File: src/rtl/cube_frame_loader.sv
`default_nettype none
// +--------------------------------------------------------------------------+
// | Module      : cube_frame_loader                                          |
// | Description : Parses framed byte-stream packets and writes each payload  |
// |               into the frame RAM, reporting commit or error per packet.  |
// | Revision    : 1.0                                                        |
// +--------------------------------------------------------------------------+
module cube_frame_loader #(
    parameter int FRAME_BYTES = 64,
    parameter int MAX_FRAMES  = 151,
    parameter int TIMEOUT_CYC = 500000
) (
    input  logic        clk,
    input  logic        rst_n,
    input  logic        abort,
    input  logic [7:0]  in_data,
    input  logic        in_valid,
    output logic        in_ready,
    output logic        wr_en,
    output logic [13:0] wr_addr,
    output logic [7:0]  wr_data,
    output logic        frame_done,
    output logic [7:0]  frame_idx_out,
    output logic        err,
    output logic [1:0]  err_code,
    output logic [7:0]  frames_loaded,
    output logic        busy
);

    localparam int            TW           = $clog2(TIMEOUT_CYC + 1);
    localparam logic [7:0]    c_header     = 8'hA5;
    localparam logic [8:0]    c_max_frames = 9'(MAX_FRAMES);
    localparam logic [5:0]    c_last_byte  = 6'(FRAME_BYTES - 1);
    localparam logic [TW-1:0] c_tmo_last   = TW'(TIMEOUT_CYC - 1);
    localparam logic [1:0]    c_err_sum    = 2'b01;
    localparam logic [1:0]    c_err_idx    = 2'b10;
    localparam logic [1:0]    c_err_tmo    = 2'b11;

    typedef enum logic [2:0] {
        S_IDLE     = 3'd0,
        S_GET_IDX  = 3'd1,
        S_GET_DATA = 3'd2,
        S_GET_SUM  = 3'd3,
        S_DONE     = 3'd4
    } state_t;

    state_t        r_state;
    state_t        w_next;
    logic          r_live;
    logic [7:0]    r_idx;
    logic [7:0]    r_sum;
    logic [5:0]    r_cnt;
    logic [TW-1:0] r_tmo;

    logic          w_acc;
    logic          w_in_pkt;
    logic          w_tmo_fire;
    logic          w_done_pulse;
    logic          w_err_pulse;
    logic [1:0]    w_err_code;

    // r_live keeps in_ready low until the first cycle after reset is released
    assign in_ready   = r_live && (r_state != S_DONE);
    assign busy       = (r_state != S_IDLE);
    assign w_acc      = in_valid && in_ready && !abort;
    assign w_in_pkt   = (r_state == S_GET_IDX) || (r_state == S_GET_DATA) ||
                        (r_state == S_GET_SUM);
    assign w_tmo_fire = w_in_pkt && !w_acc && !abort && (r_tmo == c_tmo_last);

    always_comb begin
        w_next       = r_state;
        w_done_pulse = 1'b0;
        w_err_pulse  = 1'b0;
        w_err_code   = 2'b00;
        if (abort) begin
            w_next = S_IDLE;
        end else begin
            case (r_state)
                S_IDLE: begin
                    if (w_acc && (in_data == c_header)) w_next = S_GET_IDX;
                end
                S_GET_IDX: begin
                    if (w_acc) begin
                        if ({1'b0, in_data} >= c_max_frames) begin
                            w_next      = S_IDLE;
                            w_err_pulse = 1'b1;
                            w_err_code  = c_err_idx;
                        end else begin
                            w_next = S_GET_DATA;
                        end
                    end
                end
                S_GET_DATA: begin
                    if (w_acc && (r_cnt == c_last_byte)) w_next = S_GET_SUM;
                end
                S_GET_SUM: begin
                    if (w_acc) begin
                        w_next = S_DONE;
                        if (in_data == r_sum) begin
                            w_done_pulse = 1'b1;
                        end else begin
                            w_err_pulse = 1'b1;
                            w_err_code  = c_err_sum;
                        end
                    end
                end
                S_DONE:  w_next = S_IDLE;
                default: w_next = S_IDLE;
            endcase
            if (w_tmo_fire) begin
                w_next      = S_IDLE;
                w_err_pulse = 1'b1;
                w_err_code  = c_err_tmo;
            end
        end
    end

    always_ff @(posedge clk) begin
        if (!rst_n) begin
            r_state       <= S_IDLE;
            r_live        <= 1'b0;
            r_idx         <= 8'd0;
            r_sum         <= 8'd0;
            r_cnt         <= 6'd0;
            r_tmo         <= '0;
            wr_en         <= 1'b0;
            wr_addr       <= 14'd0;
            wr_data       <= 8'd0;
            frame_done    <= 1'b0;
            frame_idx_out <= 8'd0;
            err           <= 1'b0;
            err_code      <= 2'b00;
            frames_loaded <= 8'd0;
        end else begin
            r_state    <= w_next;
            r_live     <= 1'b1;
            frame_done <= w_done_pulse;
            err        <= w_err_pulse;
            wr_en      <= w_acc && (r_state == S_GET_DATA);

            if (w_err_pulse) err_code <= w_err_code;
            if (w_done_pulse && (frames_loaded != 8'hFF)) frames_loaded <= frames_loaded + 8'd1;
            if (w_acc && (r_state == S_GET_SUM)) frame_idx_out <= r_idx;

            if (abort || !w_in_pkt || w_acc) r_tmo <= '0;
            else                             r_tmo <= r_tmo + TW'(1);

            if (abort) begin
                r_cnt <= 6'd0;
                r_sum <= 8'd0;
            end else if (w_acc && (r_state == S_GET_IDX)) begin
                // Running sum starts at the index byte, which is part of the checksum
                r_idx <= in_data;
                r_sum <= in_data;
                r_cnt <= 6'd0;
            end else if (w_acc && (r_state == S_GET_DATA)) begin
                wr_addr <= {r_idx, r_cnt};
                wr_data <= in_data;
                r_sum   <= r_sum + in_data;
                r_cnt   <= r_cnt + 6'd1;
            end
        end
    end

endmodule
`default_nettype wire

File: config.mk
export PLATFORM = sky130hd
export DESIGN_NAME = cube_frame_loader
export DESIGN_NICKNAME = d
export VERILOG_FILES = /design/src/rtl/cube_frame_loader.sv
export SDC_FILE = /design/constraint.sdc
export NUM_CORES = 1
export LEC_CHECK = 0
export BUFFER_PORTS_ARGS = -buffer_cell sky130_fd_sc_hd__buf_4
export CORE_MARGIN = 2
export CORE_UTILIZATION = 44
export CTS_CLUSTER_DIAMETER = 150
export DETAILED_ROUTE_END_ITERATION = 8
export GPL_TIMING_DRIVEN = 0
export PLACE_DENSITY = 0.61
export SLEW_MARGIN = 20
export SYNTH_ARGS = -nofsm -noshare
export SYNTH_HDL_FRONTEND = slang
export SYNTH_SLANG_ARGS = --single-unit
File: constraint.sdc
create_clock -name clk -period 2.25 [get_ports clk]
set_input_delay 0.1125 -clock clk [delete_from_list [all_inputs] [get_ports clk]]
set_output_delay 0.1125 -clock clk [all_outputs]
set_load 0.01 [all_outputs]
Word level (Yosys, flattened, before mapping)
Index checks and enable logic that the tools add are counted.
- output and inout port bits: 45
- input port bits: 12
- bits in registers: 88
- $add $sub $neg: 4
- equality and inequality tests: 13
- magnitude comparators: 1
- bitwise logic cells: 3
- mux-type cells: 27
- reductions and logical operators: 29
- operators by type and width (cell ; number):
    $add 19x1->19 const B ; 1
    $eq 19x19->1 const B ; 1
    $mux 8 ; 2
    $mux 1 ; 13
    $logic_and 1x1->1 ; 12
    $mux 3 ; 4
    $pmux 3 s4 ; 1
    $mux 2 ; 5
    $add 8x1->8 const B ; 1
    $add 8x8->8 ; 1
    $eq 8x8->1 ; 1
    $eq 8x8->1 const B ; 1
    $ge 8x8->1 const B ; 1
    $ne 2x2->1 const B ; 4
    $ne 8x8->1 const B ; 1
    $add 6x1->6 const B ; 1
    $eq 3x2->1 const B ; 2
    $eq 6x6->1 const B ; 1
    $reduce_or 3->1 ; 2
    $logic_or 1x1->1 ; 4
    $pmux 2 s2 ; 1
    $reduce_and 4->1 ; 1
    $reduce_or 2->1 ; 2
    $eq 3x1->1 const B ; 1
    9 further kinds ; 13

Longest topological paths before layout
- depth after elaboration: 10
- mapped depth: 9
- depth with buffers taken out: 9

Least setup slack after synthesis
Ideal clock, no wire load.
- kind: register to register
- start point: register r_sum[6]
- end point: register frames_loaded[2]
- library setup time: 115 ps
- data required time: 2135 ps
- path buffers: 0
- stages on the path, launching flop included: 8
- clock period less this slack: 1874 ps
- path slack: 376 ps
- arrival: 1759 ps
- cell sequence: dfxtp_1 -> ha_1 -> nor4_2 -> nand4_2 -> nor3_4 -> nand2_1 -> xnor2_1 -> and2_1
- cells in the longest elaborated chain, start to end: 6
- ends and longest elaborated chain (what ; line ; source):
    from (decl) ; 51 ; logic [7:0] r_sum;
    from (signal assigned) ; 154 ; r_sum <= in_data;
    from (signal assigned) ; 159 ; r_sum <= r_sum + in_data;
    $eq 8x8->1 ; 99 ; if (in_data == r_sum) begin
    $mux 1 ; 99 ;
    $mux 1 ; 97 ; if (w_acc) begin
    $mux 1 ; 78 ; case (r_state)
    $mux 1 ; 75 ; if (abort) begin
    $logic_and 1x1->1 ; 142 ; if (w_done_pulse && (frames_loaded != 8'hFF)) frames_loaded <= frames_loaded + 8'd1;
    to (signal assigned) ; 142 ;
    to (decl) ; 26 ; output logic [7:0] frames_loaded,
No other way between the ends.
A chain may end at the register's enable or synchronous reset.

Worst setup path in the final report
Same ends and word-level chain as after synthesis.

==> results.cfg <==
[final_layout]
fillers = 802
area_growth_pct = 20.4
drive_gt1_share_pct = 16.6
fin_nets = 536
diodes = 0

[clocking]
cts_buffers = 9
cts.sinks = 88
cts_buffer_depth = 2
cts_root_buf = clkbuf_8
clk_pin_slew_ps = 90
tritoncts = done
clock_latency_ps = 360
cts-htree-levels = 3

[global_route]
grtUsageMet2_pct = 31.2
grt_use_met1_pct = 27.5
use_met3_pct = 5.06
grt_max_degree = 16
grt_remaining_overflow = 0
first_global_vias = 3102
grt_util_all_layers_pct = 19.9
grt_pass1_wl_um = 15200
antenna_found_initial = 0
grt-busiest-layer = met2

[status]
status = finished clean

[detailed_routing]
drt_iter0_markers = 154
post_drt_wl_per_cell_um = 14.3
drcViolationCount = 0
ant_nets = 0
drt_wl_total_um = 8910
dr.pass1.iters = 5
via_count = 3285
post_drt_via_cell_ratio = 5.27

[logic_synthesis]
synth-edff-count = 0
yosysWarnings = 0
synth_fp_nets = 468
yosys-top-cells-area = dfxtp_1, nand2_1, a21oi_1, nor2_1, xor2_1
synthDistinctLibCells = 43
syn_avg_cell_area_um2 = 8.50
syn_inst = 445
synth-seq-cells = 88
ys_seq_area_share_pct = 46.6
synth_common_cells = dfxtp_1, nand2_1, nor2_1
synth_top_area_cell = dfxtp_1
synth.top_cell.area_share_pct = 46.6
yosysMostFrequentCell = dfxtp_1
async_reset_ff_share_pct = 0
synth_area_um2 = 3780
synthFlopType = dfxtp_1

[die]
die_height_um = 96.7
num_io_pins = 57
design.die.area_um2 = 9350
die_w_um = 96.7
initial_utilization_pct = 45.8
rows = 33
coreArea_um2 = 8260

[min_path]
min_from = in_data[6]
holdPathStages = 3
min_to = wr_data[6]
hp-class = in2reg

[setup_path]
worst-r2r-setup-slack_ps = 180
crit_start = r_sum[6]
path_max_fanout = 8
cp_data_arrival_time_ps = 2330
crit_type = reg2reg
reg2regPathDepth = 7
r2r-end = frames_loaded[2]
crit_path_start_kind = flop
cp.required_ps = 2510
cp-end-kind = flop
rr_startpoint = r_sum[6]

[flow_run]
maxCapViolations = 0

[sta]
finClkSkew_ps = 15.1
relSlewSlack_pct = 60.9
rsz0062_at_grt = false
fmax_mhz = 482
period_share_pct = 92.1
finalCriticalPeriod_ps = 2070
report.final.slew_viol_count = 0
worstMarginPinSlew_ps = 586
hold_violations = 0
finalSetupViolCount = 0
tns_ps = 0

[power_and_ir_drop]
p_per_area_nw_per_um2 = 609
ir_drop_uv = 328
p_total_mw = 2.77
total_leakage_power_nw = 1.77

[placement]
gp_congestion = 0.815
hpwl_um = 6470
io_buffers = 55
## worst max path at each step
stage / end / slack (ps)
after floorplan: frames_loaded[2] / 380
final: frames_loaded[2] / 180
after detailed placement: frames_loaded[2] / 60
after global routing: frames_loaded[6] / 30
after CTS: frames_loaded[2] / 40
after global placement: frames_loaded[2] / 50
## worst max-delay path: stages (launching register included)
cell and delay, ps:
dfxtp_1 330, ha_1 380, nor4_4 320, nand4_2 210, nor3_4 340, nand2_1 120
xnor2_1 130, and2_1 160
## where the power goes
group / total [mW] / switching [mW] / internal [mW] / leakage [nW]
registers: 1.56 / 0.000565 / 1.56 / 0.709
clock network: 1.12 / 0.574 / 0.548 / 0.103
logic: 0.0938 / 0.0609 / 0.0329 / 0.956
## per-stage QoR
stage / setup slack (ps) / utilization (%) / hold WS, ps / cell area [µm²] / instances
global placement: 52.1 / 52.4 / 278 / 4330 / 605
floorplan: 376 / - / 140 / 3780 / 445
global route: 34.1 / 55.2 / 30.0 / 4560 / 623
detailed placement: 57.8 / 52.4 / 280 / 4330 / 605
CTS: 40.7 / 55.0 / 25.9 / 4540 / 622
finish: 177 / 55.2 / 39.9 / 4560 / 623
## flip-flops by register name, indices dropped and copies added (netlist names), 2 cells and up
| name | flops |
|---|---|
| r_tmo | 19 |
| wr_addr | 14 |
| frame_idx_out | 8 |
| frames_loaded | 8 |
| r_idx | 8 |
| r_sum | 8 |
| wr_data | 8 |
| r_cnt | 6 |
| r_state | 3 |
| err_code | 2 |
## final cells by class
type                    count  area (µm²)  area share (%)
flip-flops and latches     88        1760            38.7
multi-input cells         330        1920            42.1
repair buffers             57         430            9.45
plain buffers              19        80.1            1.76
well taps                 105         131            2.88
clock buffers              10         138            3.02
inverters                   8        30.0           0.659
clock inverters             6        65.1            1.43
## kinds of logic (layout without fill, tap and decap cells)
group                      Yosys count  in the layout  share of synthesized area (%)
muxes                                9              9                           2.38
AOI/OAI and AO/OA                   74             74                           11.1
and+or+nand+nor                    207            207                           26.4
DFF                                 88             88                           46.6
adders and majority gates           11             11                           3.84
buffers and inverters               27            100                           2.91
xor gates and xnor gates            29             29                           6.72
## cell usage in the layout, fill, tap and decap left out, types with 2 or more instances in the layout
cell type  instances
a21oi_1           47
nor4_1             2
and3_1             7
a31o_2             2
nor3_1             5
and4_1             2
nand4b_1           4
clkbuf_8          10
buf_2              6
ha_1              10
or3_1              4
nor4b_1            2
clkbuf_1          12
dfxtp_1           88
inv_6              2
o311a_1            2
nand2_1           83
o21ai_0           11
a21o_1             2
nor2b_1            3
nand2b_1           6
mux2i_1            9
a31oi_1            3
xnor2_1           11
a22oi_1            2
inv_1              8
nand4_1           15
and4b_1            2
a2111oi_0          2
buf_4             56
clkinv_2           2
and2_1             2
nand3_1           13
nor2_1            50
xor2_1            18
## repair_timing
| item | CTS | global route |
|---|---|---|
| endpoints found under the setup margin | 0 | 6 |
| hold buffers | 1 | 0 |
| resized for setup | 0 | 1 |
| hold endpoints to repair | 1 | 0 |
| setup buffers | 0 | 1 |
## metal layers
layer / wire length [µm] / up-vias
li1: - / 1666
met1: 4260 / 1560
met2: 4210 / 53
met3: 340 / 6
met4: 96 / 0
met5: 0 / -
Note: power is estimated with default switching activity, not from simulation.
